--- src/rtl/coreabc_fetch_seq.sv ---
// CoreABC instruction fetch sequencer: owns the PC and call stack, runs the
// NVM START/ADDRESS/STALL handshake and hands words to execute via IR_VALID/IR_ACCEPT.
module coreabc_fetch_seq #(
  parameter int ICWIDTH    = 8,
  parameter int ICDEPTH    = 256,
  parameter int IWWIDTH    = 58,
  parameter int STACKDEPTH = 4
) (
  input  logic               CLK,
  input  logic               RST,
  input  logic               ENABLE,
  input  logic               RESTART,
  output logic               NVM_START,
  output logic [ICWIDTH-1:0] NVM_ADDRESS,
  input  logic               NVM_STALL,
  input  logic [IWWIDTH-1:0] NVM_INSTRUCTION,
  output logic               IR_VALID,
  output logic [IWWIDTH-1:0] IR,
  output logic [ICWIDTH-1:0] IR_PC,
  input  logic               IR_ACCEPT,
  input  logic               BR_VALID,
  input  logic [1:0]         BR_TYPE,
  input  logic [ICWIDTH-1:0] BR_TARGET,
  output logic [1:0]         ERR
);

  localparam int SPW = $clog2(STACKDEPTH + 1);
  localparam logic [SPW-1:0]     SP_FULL = SPW'(STACKDEPTH);
  localparam logic [ICWIDTH-1:0] PC_LAST = ICWIDTH'(ICDEPTH - 1);

  typedef enum logic [1:0] {S_IDLE, S_FETCH, S_WAIT, S_HOLD} state_t;
  typedef enum logic [1:0] {BR_JUMP, BR_CALL, BR_RET, BR_RSVD} br_t;

  state_t state, state_nx;
  logic [ICWIDTH-1:0] pc, pc_nx, pc_inc;
  logic [SPW-1:0]     sp, sp_nx;
  logic               push;
  logic [1:0]         err_set;
  logic               rst_pend;
  logic               capture, discard, tgt_oob;

  // Stack is sized to the pointer range so sp indexes it without truncation;
  // entries at or above STACKDEPTH are never written.
  logic [ICWIDTH-1:0] stk [2**SPW];

  // PC is only updated on accept/restart, so it doubles as the held fetch address.
  assign NVM_START   = (state == S_FETCH);
  assign NVM_ADDRESS = pc;

  assign pc_inc  = (pc == PC_LAST) ? '0 : pc + 1'b1;
  assign tgt_oob = (33'(BR_TARGET) >= 33'(ICDEPTH));
  assign capture = (state == S_WAIT) && !NVM_STALL;
  assign discard = rst_pend || RESTART;

  always_comb begin
    state_nx = state;
    pc_nx    = pc;
    sp_nx    = sp;
    push     = 1'b0;
    err_set  = 2'b00;
    case (state)
      S_IDLE: begin
        if (RESTART) begin
          pc_nx = '0;
          sp_nx = '0;
        end else if (ENABLE) begin
          state_nx = S_FETCH;
        end
      end
      S_FETCH: state_nx = S_WAIT;
      S_WAIT: begin
        if (capture) begin
          if (discard) begin
            pc_nx    = '0;
            sp_nx    = '0;
            state_nx = ENABLE ? S_FETCH : S_IDLE;
          end else begin
            state_nx = S_HOLD;
          end
        end
      end
      S_HOLD: begin
        if (RESTART) begin
          pc_nx    = '0;
          sp_nx    = '0;
          state_nx = ENABLE ? S_FETCH : S_IDLE;
        end else if (IR_ACCEPT) begin
          state_nx = ENABLE ? S_FETCH : S_IDLE;
          pc_nx    = pc_inc;
          if (BR_VALID) begin
            case (BR_TYPE)
              BR_JUMP: pc_nx = BR_TARGET;
              BR_CALL: begin
                pc_nx = BR_TARGET;
                if (sp == SP_FULL) begin
                  err_set[0] = 1'b1;
                end else begin
                  push  = 1'b1;
                  sp_nx = sp + 1'b1;
                end
              end
              BR_RET: begin
                if (sp == '0) begin
                  err_set[0] = 1'b1;
                end else begin
                  pc_nx = stk[sp - 1'b1];
                  sp_nx = sp - 1'b1;
                end
              end
              default: ;
            endcase
            // Out-of-range jump/call target falls back to address 0.
            if ((BR_TYPE == BR_JUMP || BR_TYPE == BR_CALL) && tgt_oob) begin
              pc_nx      = '0;
              err_set[1] = 1'b1;
            end
          end
        end
      end
      default: state_nx = S_IDLE;
    endcase
  end

  always_ff @(posedge CLK or posedge RST) begin
    if (RST) begin
      state    <= S_IDLE;
      pc       <= '0;
      sp       <= '0;
      rst_pend <= 1'b0;
      IR_VALID <= 1'b0;
      IR       <= '0;
      IR_PC    <= '0;
      ERR      <= 2'b00;
    end else begin
      state <= state_nx;
      pc    <= pc_nx;
      sp    <= sp_nx;
      ERR   <= ERR | err_set;
      // A restart during an in-flight transfer is remembered until the word returns.
      if (capture)
        rst_pend <= 1'b0;
      else if (RESTART && (state == S_FETCH || state == S_WAIT))
        rst_pend <= 1'b1;
      if (capture && !discard) begin
        IR_VALID <= 1'b1;
        IR       <= NVM_INSTRUCTION;
        IR_PC    <= pc;
      end else if (state == S_HOLD && (RESTART || IR_ACCEPT)) begin
        IR_VALID <= 1'b0;
      end
    end
  end

  always_ff @(posedge CLK) begin
    if (push) stk[sp] <= pc_inc;
  end

endmodule
--- config.mk ---
export PLATFORM = sky130hd
export DESIGN_NAME = coreabc_fetch_seq
export DESIGN_NICKNAME = d
export VERILOG_FILES = /design/src/rtl/coreabc_fetch_seq.sv
export SDC_FILE = /design/constraint.sdc
export NUM_CORES = 1
export LEC_CHECK = 0
export CAP_MARGIN = 20
export CORE_MARGIN = 5
export CORE_UTILIZATION = 45
export CTS_CLUSTER_SIZE = 25
export DETAILED_ROUTE_END_ITERATION = 8
export GPL_TIMING_DRIVEN = 0
export PLACE_DENSITY = 0.88
export SYNTH_ARGS = -nofsm -noshare
export SYNTH_HDL_FRONTEND = slang
export SYNTH_SLANG_ARGS = --single-unit
--- constraint.sdc ---
create_clock -name CLK -period 2.32 [get_ports CLK]
set_clock_uncertainty 0.1 [all_clocks]
set_input_delay 0.348 -clock CLK [delete_from_list [all_inputs] [get_ports CLK]]
set_output_delay 0.348 -clock CLK [all_outputs]
set_load 0.02 [all_outputs]
# [Word-level counts from Yosys, hierarchy flattened]
# Memory sizes are Yosys's and may differ from the RTL's.
# Index checks and enable logic that the tools add are counted.
[word_totals] ram_bits=64 latch_bits=0 wordCells=96 rom_bits=0 inputBits=75 register_bits=83 memories=1
[mem_list] memory="stk" depth=8 width=8 rd=1 rd_clocked_by_memory_dff=0 wr=1 line="44" source="logic [ICWIDTH-1:0] stk [2**SPW];"
[classes] shifts=0 n_eq_ne=17 reduce_logical=19 multipliers=0 n_mux=47 order_cmp=0 bitwise_logic=1 div=0 addsub=3
[ops] operator="$mux 8" count=8
[ops] operator="$mux 3" count=8
[ops] operator="$pmux 8 s3" count=1
[ops] operator="$mux 1" count=19
[ops] operator="$pmux 8 s2" count=1
[ops] operator="$mux 2" count=6
[ops] operator="$ne 2x2->1 const B" count=5
[ops] operator="$pmux 3 s3" count=1
[ops] operator="$reduce_and 9->1" count=1
[ops] operator="$add 8x1->8 const B" count=1
[ops] operator="$eq 8x8->1 const B" count=1
[ops] operator="$ne 4x4->1 const B" count=2
[ops] operator="$pmux 2 s4" count=1
[ops] operator="$eq 2x2->1 const B" count=3
[ops] operator="$ne 3x3->1 const B" count=2
[ops] operator="$pmux 3 s2" count=1
[ops] operator="$reduce_and 5->1" count=1
[ops] operator="$eq 2x1->1 const B" count=2
[ops] operator="$logic_and 1x1->1" count=4
[ops] operator="$logic_not 2->1" count=2
[ops] operator="$ne 4x3->1 const B" count=1
[ops] operator="$reduce_and 4->1" count=1
[ops] operator="$reduce_bool 2->1" count=2
[ops] operator="$add 3x1->3 const B" count=1
[ops] operator="other kinds (9)" count=12

# [Logic depth before layout (Yosys ltp)]
# Gate-level depths: netlist (run 1).
[depth] depth_word=9 ltp_mapped=11 mapped_depth_nobuf=7

# [Least setup slack after synthesis (run 1)]
# No wires, ideal clock.
[synth_path] path_kind="register to register" from="reg sp[0]" to="mem stk[1][0], enable pin" period_less_slack_ns=2.576 path_slack_ns=-0.256 stages_incl_launch_ff=8 n_path_buf=2 arrival_ns=2.093 t_required_ns=1.837 cell_sequence="dfrtp_1 buf_4 buf_4 inv_1 ha_1 a211oi_1 nand2_1 nor3_1"
[synth_between] elab_chain_cells=9
[synth_lines] item="start: declaration" line="36" source="logic [SPW-1:0] sp, sp_nx;"
[synth_lines] item="start signal: assignment" line="137" source="sp <= sp_nx;"
[synth_lines] item="$eq 3x3->1" line="95" source="if (sp == SP_FULL) begin"
[synth_lines] item="$mux 1" line="95"
[synth_lines] item="$mux 1" line="91" source="case (BR_TYPE)"
[synth_lines] item="$mux 1" line="90" source="if (BR_VALID) begin"
[synth_lines] item="$mux 1" line="87" source="end else if (IR_ACCEPT) begin"
[synth_lines] item="$mux 1" line="83" source="if (RESTART) begin"
[synth_lines] item="$mux 1" line="61" source="case (state)"
[synth_lines] item="$mux 1" line="155" source="if (push) stk[sp] <= pc_inc;"
[synth_lines] item="$mux 1 (not written as such)" line="155"
[synth_lines] item="end: declaration" line="44"
# Parallel ways exist; a longest one is shown, timed or not.

# [Worst setup path after layout (run 1)]
[layout_path] from="reg sp[0]" to="reg pc[4] (netlist: NVM_ADDRESS[4])"
[layout_between] elab_chain_cells=8 word_cells_on_any_way=9 classes_between="1 x add/sub; 6 x mux; 1 x reduce/logical; 1 x memory"
[layout_lines] item="$sub 3x1->3" line="106" source="pc_nx = stk[sp - 1'b1];"
[layout_lines] item="$mem_v2 8x8"
[layout_lines] item="$mux 8 *" line="103" source="if (sp == '0) begin"
[layout_lines] item="$pmux 8 s2 *" line="91"
[layout_lines] item="$mux 8 *" line="90"
[layout_lines] item="$mux 8 *" line="87"
[layout_lines] item="$mux 8 *" line="83"
[layout_lines] item="$pmux 8 s3 *" line="61"
[layout_lines] item="end signal: assignment" line="136" source="pc <= pc_nx;"
[layout_lines] item="end: declaration" line="35" source="logic [ICWIDTH-1:0] pc, pc_nx, pc_inc;"
# Every way passes the cells marked *; elsewhere a longest branch is shown, timed or not. The select of a mux whose other input is x is not followed.
# A chain may end at the register's enable or synchronous reset.

==> results.sh, run 1 <==
export IMPL_clk_pin_slew_worst_paths_ns=0.07
export IMPL_initial_core_util_pct=45.22
export IMPL_setup_viol=0
export IMPL_rows=43
export IMPL_period_minus_slack_ns=2.287
export IMPL_max_vdd_ir_drop_v=0.0009142
export IMPL_grt_setup_unrepaired="true"
export IMPL_syn_area_um2=6203
export IMPL_max_cap_violations=0
export IMPL_hpwl_um=11850
export IMPL_overflow=0
export IMPL_layout_drive_gt1_share_pct=31.48
export IMPL_path_delay_family="multiplexers"
export IMPL_tightest_slew_ns=0.7288
export IMPL_synth_nets=498
export IMPL_syn_area_per_cell_um2=15.13
export IMPL_design_area_um2=9044
export IMPL_outcome="finished clean"
export IMPL_gp_congestion=0.9236
export IMPL_cp_startpoint="sp[0]"
export IMPL_cp_cell_sequence="buf_12 -> buf_12 -> inv_8 -> ha_4 -> buf_6 -> mux4_2 -> mux2i_1 -> nor2_1 -> a221oi_2 -> o31ai_2"
export IMPL_grt_pass1_vias=4948
export IMPL_fin_nets=688
export IMPL_coreArea_um2=13720
export IMPL_ant_nets=0
export IMPL_routed_wl_um=17590
export IMPL_dieArea_um2=16230
export IMPL_p_per_area_nw_per_um2=1114
export IMPL_critPathCaptureType="register"
export IMPL_holdWs_ns=0.2828
export IMPL_startpoint_type="register"
export IMPL_grtUsageTotal_pct=22.42
export IMPL_ys_seq_elements=146
export IMPL_critical_path_max_stage_delay_ns=0.39
export IMPL_ff2ff_setup_slack_ns=0.03
export IMPL_crit_buf_inv=4
export IMPL_fin_crit_sh_pct=98.57
export IMPL_die_x_um=127.4
export IMPL_hold_violations=0
export IMPL_antenna_found_initial=0
export IMPL_yosys_most_used_dff="dfrtp_1"
export IMPL_die_height_um=127.4
export IMPL_yosys_area_top_type="dfrtp_1"
export IMPL_hold_path_class="in -> async"
export IMPL_wl_per_cell_um=22.18
export IMPL_yosysMostFrequentCell="dfrtp_1"
export IMPL_ys_seq_area_share_pct=64.06
export IMPL_clockBufferDepth=2
export IMPL_final_max_slew_viol_count=0
export IMPL_required_ns=2.53
export IMPL_fmax_ghz=0.4373
export IMPL_cellLeakagePower_nw=3.496
export IMPL_htreeDepth=4
export IMPL_crit_path_frequent_cell="buf_12"
export IMPL_grt_pass1_wl_um=27680
export IMPL_ctsRootBufferMaster="clkbuf_16"
export IMPL_synth_top_cells_by_count="dfrtp_1 (82), mux2_2 (68), edfxtp_1 (64), nand2_1 (24), nor2_1 (21)"
export IMPL_ys_types=42
export IMPL_fin_setup_tns_ns=0
export IMPL_cts_buffers=17
export IMPL_drc_errors=0
export IMPL_syn_inst=410
export IMPL_pin_count=153
export IMPL_routed_via_density=5.528
export IMPL_area_growth_pct=45.78
export IMPL_insertion_delay_ns=0.42
export IMPL_slew_limit_headroom_pct=51.31
export IMPL_firstDrtPassIters=5
export IMPL_synth_top_area_share_pct=33.08
export IMPL_rr_startpoint="sp[0]"
export IMPL_synthArstFlopShare_pct=56.16
export IMPL_critPathMaxFanout=8
export IMPL_crit_type="reg -> reg"
export IMPL_portBuffers=151
export IMPL_arrival_ns=2.49
export IMPL_synth_edf_count=64
export IMPL_n_antenna_cell=0
export IMPL_place_area_um2=8014
export IMPL_yosys_warnings=0
export IMPL_drtIter0Drc=298
export IMPL_vias=4384
export IMPL_cpMaxStageDelayCell="dfrtp_1"
export IMPL_synth_area_leaders="dfrtp_1 (33%), edfxtp_1 (31%), mux2_2 (12%), mux4_2 (5.8%), ha_1 (2.6%)"
export IMPL_clock_sink_count=146
export IMPL_grt_max_degree=31
export IMPL_cts_tree="yes"
==> metrics by stage <==
stage	utilization (%)	setup WS, ns	power (mW)	cells
detailed placement	58.41	-0.7570	7.267	743
CTS	65.32	0.001630	10.02	793
floorplan	-	0.01054	5.537	410
finish	65.92	0.03311	10.08	793
global placement	58.12	-0.6398	7.093	741
global route	65.92	-0.06368	10.54	793
==> logic make-up after synthesis <==
kind of cell,count (synthesis),synth area share (%)
flops,146,64.06
mux,90,19.12
simple gates,73,5.466
compound gates,49,5.184
buf+inv,31,2.380
fa+ha+maj,13,2.622
xor+xnor,7,1.110
other cells,1,0.06045
==> report_power, final <==
part	total [mW]	leakage, nW	switching, mW	internal [mW]
clock	2.57	0.266	1.17	1.40
sequential	3.78	1.62	0.420	3.36
combinational	3.73	1.61	1.84	1.88
total	10.1	3.50	3.43	6.64
==> area by class of cell <==
cell class | count | area [µm²]
fillers | 832 | 4676
flip-flops and latches | 146 | 3978
multi-input cells | 233 | 2313
repair buffers | 173 | 1753
clock buffers | 18 | 429.2
well taps | 180 | 225.2
plain buffers | 16 | 163.9
clock inverters | 14 | 121.4
inverters | 13 | 60.06
==> worst reg2reg max path, stage by stage (launching register included) <==
cell,delay (ns)
dfrtp_1,0.39
buf_12,0.12
buf_12,0.10
inv_8,0.04
ha_4,0.36
buf_6,0.14
mux4_2,0.30
mux2i_1,0.20
nor2_1,0.10
a221oi_2,0.23
o31ai_2,0.08
==> repair_timing <==
item | in CTS | in global routing
gates resized for setup | 58 | 19
buffers inserted | 17 | 2
gates cloned | 1 | 0
endpoints found under the setup margin | 148 | 133
pin swaps | 12 | 10
hold buffers | 0 | 0
==> sequential cells by signal (all words and copies together) (netlist names) <==
signal       flops
stk             64
ERR              1
IR_PC            8
state            2
NVM_ADDRESS      8
IR              58
rst_pend         1
sp               3
IR_VALID         1
==> worst paths after layout <==
kind,endpoint,cells after the start
max in group asynchronous,state[0],4
worst min register to register,ERR[0],2
worst max register to register,NVM_ADDRESS[4],10
worst min-delay path,IR[12],2
min in group CLK,ERR[0],2
worst max-delay path,NVM_ADDRESS[4],10
==> placed cells by master (no fill, tap or decap), types with 7 or more instances in the layout <==
cell and instances:
mux4_2 16, clkdlybuf4s50_1 150, dfrtp_1 79, buf_12 7
o21ai_0 10, buf_4 18, inv_1 10, nor2_1 13
a21oi_1 11, nand2_1 22, edfxtp_1 64, ha_1 10
clkbuf_16 17, nor2_4 7, mux2_2 68
==> routing by layer <==
| layer | wire [µm] | track usage (%) | vias to the layer above |
|---|---|---|---|
| met4 | 495 | 10.66 | 0 |
| met2 | 9048 | 38.06 | 268 |
| li1 | - | - | 1899 |
| met3 | 1818 | 8.445 | 48 |
| met5 | 0 | 0 | - |
| met1 | 6228 | 24.88 | 2169 |
Power figures use the tool's default switching activity.
==> run 2, diff against run 1 <==
--- a/config.mk
+++ b/config.mk
@@ -11,7 +11,7 @@
 export CTS_CLUSTER_SIZE = 25
 export DETAILED_ROUTE_END_ITERATION = 8
 export GPL_TIMING_DRIVEN = 0
-export PLACE_DENSITY = 0.88
+export PLACE_DENSITY_LB_ADDON = 0.05
 export SYNTH_ARGS = -nofsm -noshare
 export SYNTH_HDL_FRONTEND = slang
 export SYNTH_SLANG_ARGS = --single-unit
==> constraint.sdc (replaced) <==
create_clock -name CLK -period 1.9 [get_ports CLK]
set_clock_uncertainty 0.1 [all_clocks]
set_input_delay 0.285 -clock CLK [delete_from_list [all_inputs] [get_ports CLK]]
set_output_delay 0.285 -clock CLK [all_outputs]
set_load 0.005 [all_outputs]
==> results.sh, run 2 (same netlist as run 1, synthesis figures left out) <==
export IMPL_rows=43
export IMPL_coreArea_um2=13720
export IMPL_largest_register_ffs=64
export IMPL_clk_pin_slew_worst_paths_ns=0.06
export IMPL_required_ns=2.10
export IMPL_fin_setup_tns_ns=-22.96
export IMPL_fmax_ghz=0.4353
export IMPL_slew_limit_headroom_pct=65.25
export IMPL_overflow=0
export IMPL_pwr_share_seq_pct=36.4
export IMPL_place_area_um2=8209
export IMPL_fin_nets=731
export IMPL_critPathMaxFanout=5
export IMPL_worst_slack_ns=-0.3971
export IMPL_utilization_pct=74.01
export IMPL_post_place_cells=743
export IMPL_cts_buffers=17
export IMPL_holdWs_ns=0.1423
export IMPL_hold_buffers=0
export IMPL_ant_nets=0
export IMPL_setup_viol=145
export IMPL_hold_violations=0
export IMPL_ctsRootBufferMaster="clkbuf_16"
export IMPL_die_height_um=127.4
export IMPL_dieArea_um2=16230
export IMPL_drtIter0Drc=295
export IMPL_intPower_mw=9.191
export IMPL_p_per_area_nw_per_um2=1243
export IMPL_routed_wl_um=17880
export IMPL_pin_count=153
export IMPL_p_clk_share_pct=26.7
export IMPL_mostFrequentLayoutCell="clkdlybuf4s50_1"
export IMPL_antenna_found_initial=0
export IMPL_pre_cts_slack_ns=-0.9039
export IMPL_drc_errors=0
export IMPL_rr_startpoint="sp[0]"
export IMPL_vias=4401
export IMPL_gp_congestion=0.8667
export IMPL_final_cell_mix="clkdlybuf4s50_1 (150), dfrtp_1 (77), mux2_4 (66), edfxtp_1 (64), buf_4 (30)"
export IMPL_outcome="complete, but fails checks"
export IMPL_hpwl_um=11210
export IMPL_r2r_end="NVM_ADDRESS[0]"
export IMPL_max_vdd_ir_drop_v=0.0008145
export IMPL_netSwitchingPower_mw=3.427
export IMPL_grt_pass1_wl_um=27520
export IMPL_n_antenna_cell=0
export IMPL_final_max_slew_viol_count=0
export IMPL_top_register="stk"
export IMPL_max_cap_violations=0
export IMPL_layout_drive_gt1_share_pct=40.55
export IMPL_period_minus_slack_ns=2.297
export IMPL_p_comb_share_pct=36.8
export IMPL_grtUsageTotal_pct=22.62
export IMPL_tightest_slew_ns=0.5202
export IMPL_cts_tree="yes"
export IMPL_netSwitchingFraction_pct=27.16
export IMPL_area_growth_pct=63.68
export IMPL_htreeDepth=4
export IMPL_wl_per_cell_um=21.38
export IMPL_top_regs="stk (64), IR (58)"
export IMPL_rr_worst_depth=9
export IMPL_clock_sink_count=146
export IMPL_power_mw=12.62
export IMPL_insertion_delay_ns=0.42
export IMPL_fin_crit_sh_pct=120.9
export IMPL_crit_type="reg -> reg"
export IMPL_hold_path_class="in -> async"
export IMPL_clockBufferDepth=2
export IMPL_initial_core_util_pct=45.22
export IMPL_routed_via_density=5.264
export IMPL_die_x_um=127.4
export IMPL_firstDrtPassIters=5
export IMPL_design_area_um2=10150
export IMPL_grt_max_degree=35
export IMPL_crit_path_end="NVM_ADDRESS[0]"
export IMPL_nFillCells=873
export IMPL_cellLeakagePower_nw=4.015
export IMPL_startpoint_type="register"
export IMPL_cp_startpoint="sp[0]"
export IMPL_critPathCaptureType="register"
export IMPL_layoutNonFillerInstCount=836
export IMPL_portBuffers=151
export IMPL_violations="negative setup slack"
export IMPL_ff2ff_setup_slack_ns=-0.40
export IMPL_grt_pass1_vias=4915
export IMPL_arrival_ns=2.50
export IMPL_grt_setup_unrepaired="true"
==> run 2: changes by cell type in the layout (fill, tap and decap cells not counted), moves of 4 or more <==
cell     change
nor2_1       -4
buf_12       +8
buf_8       +11
nor2_2       +4
mux2_2      -66
mux2i_4      +4
buf_6       +12
mux2_4      +66
ha_1         -4
buf_4       +12
==> run 2: final cells by class <==
cell class | instances | area, µm² | share of cell area [%]
inverter | 13 | 60.06 | 0.5915
sequential | 146 | 3980 | 39.20
buffer | 13 | 165.2 | 1.627
multi-input combinational | 233 | 2768 | 27.26
clock inverter | 14 | 162.7 | 1.602
clock buffer | 18 | 429.2 | 4.227
tap | 180 | 225.2 | 2.218
timing repair buffer | 219 | 2364 | 23.28
==> run 2: critical path, stage by stage (launching register included) <==
cell	delay, ns
dfrtp_2	0.44
buf_12	0.14
inv_8	0.05
ha_4	0.22
buf_6	0.14
buf_12	0.12
buf_4	0.13
mux4_2	0.32
a2111oi_4	0.39
o31ai_2	0.11
==> run 2: timing repair <==
action,CTS,global route
gates resized for setup,150,46
gates cloned,8,0
pin swaps,22,22
setup endpoints to repair,176,196
setup buffers,49,14
==> run 2: how the worst min path moves through the flow <==
stage | to | cells past startpoint
floorplan | rst_pend | 2
global placement | IR_VALID | 1
detailed placement | ERR[0] | 2
CTS | IR[27] | 2
global route | IR[27] | 2
finish | IR[27] | 2
==> run 2: power groups by stage <==
stage,Combinational (mW),Clock (mW),Sequential (mW)
after floorplan,1.46,0,4.59
final,4.65,3.38,4.60
after detailed placement,3.52,0,4.57
after CTS,4.51,3.42,4.56
after global placement,3.48,0,4.53
after global routing,4.95,3.57,4.71
==> run 2: per-layer routing <==
metal  vias up  routed length [µm]  part of all wire (%)  global-route usage [%]
met5         -                   0                     0                       0
met4         0                 338                   1.9                   7.508
met3        27                1482                   8.3                   8.988
met2       167                9356                    52                   38.68
met1      2235                6698                    37                   25.97
li1       1972                   -                     -                       -
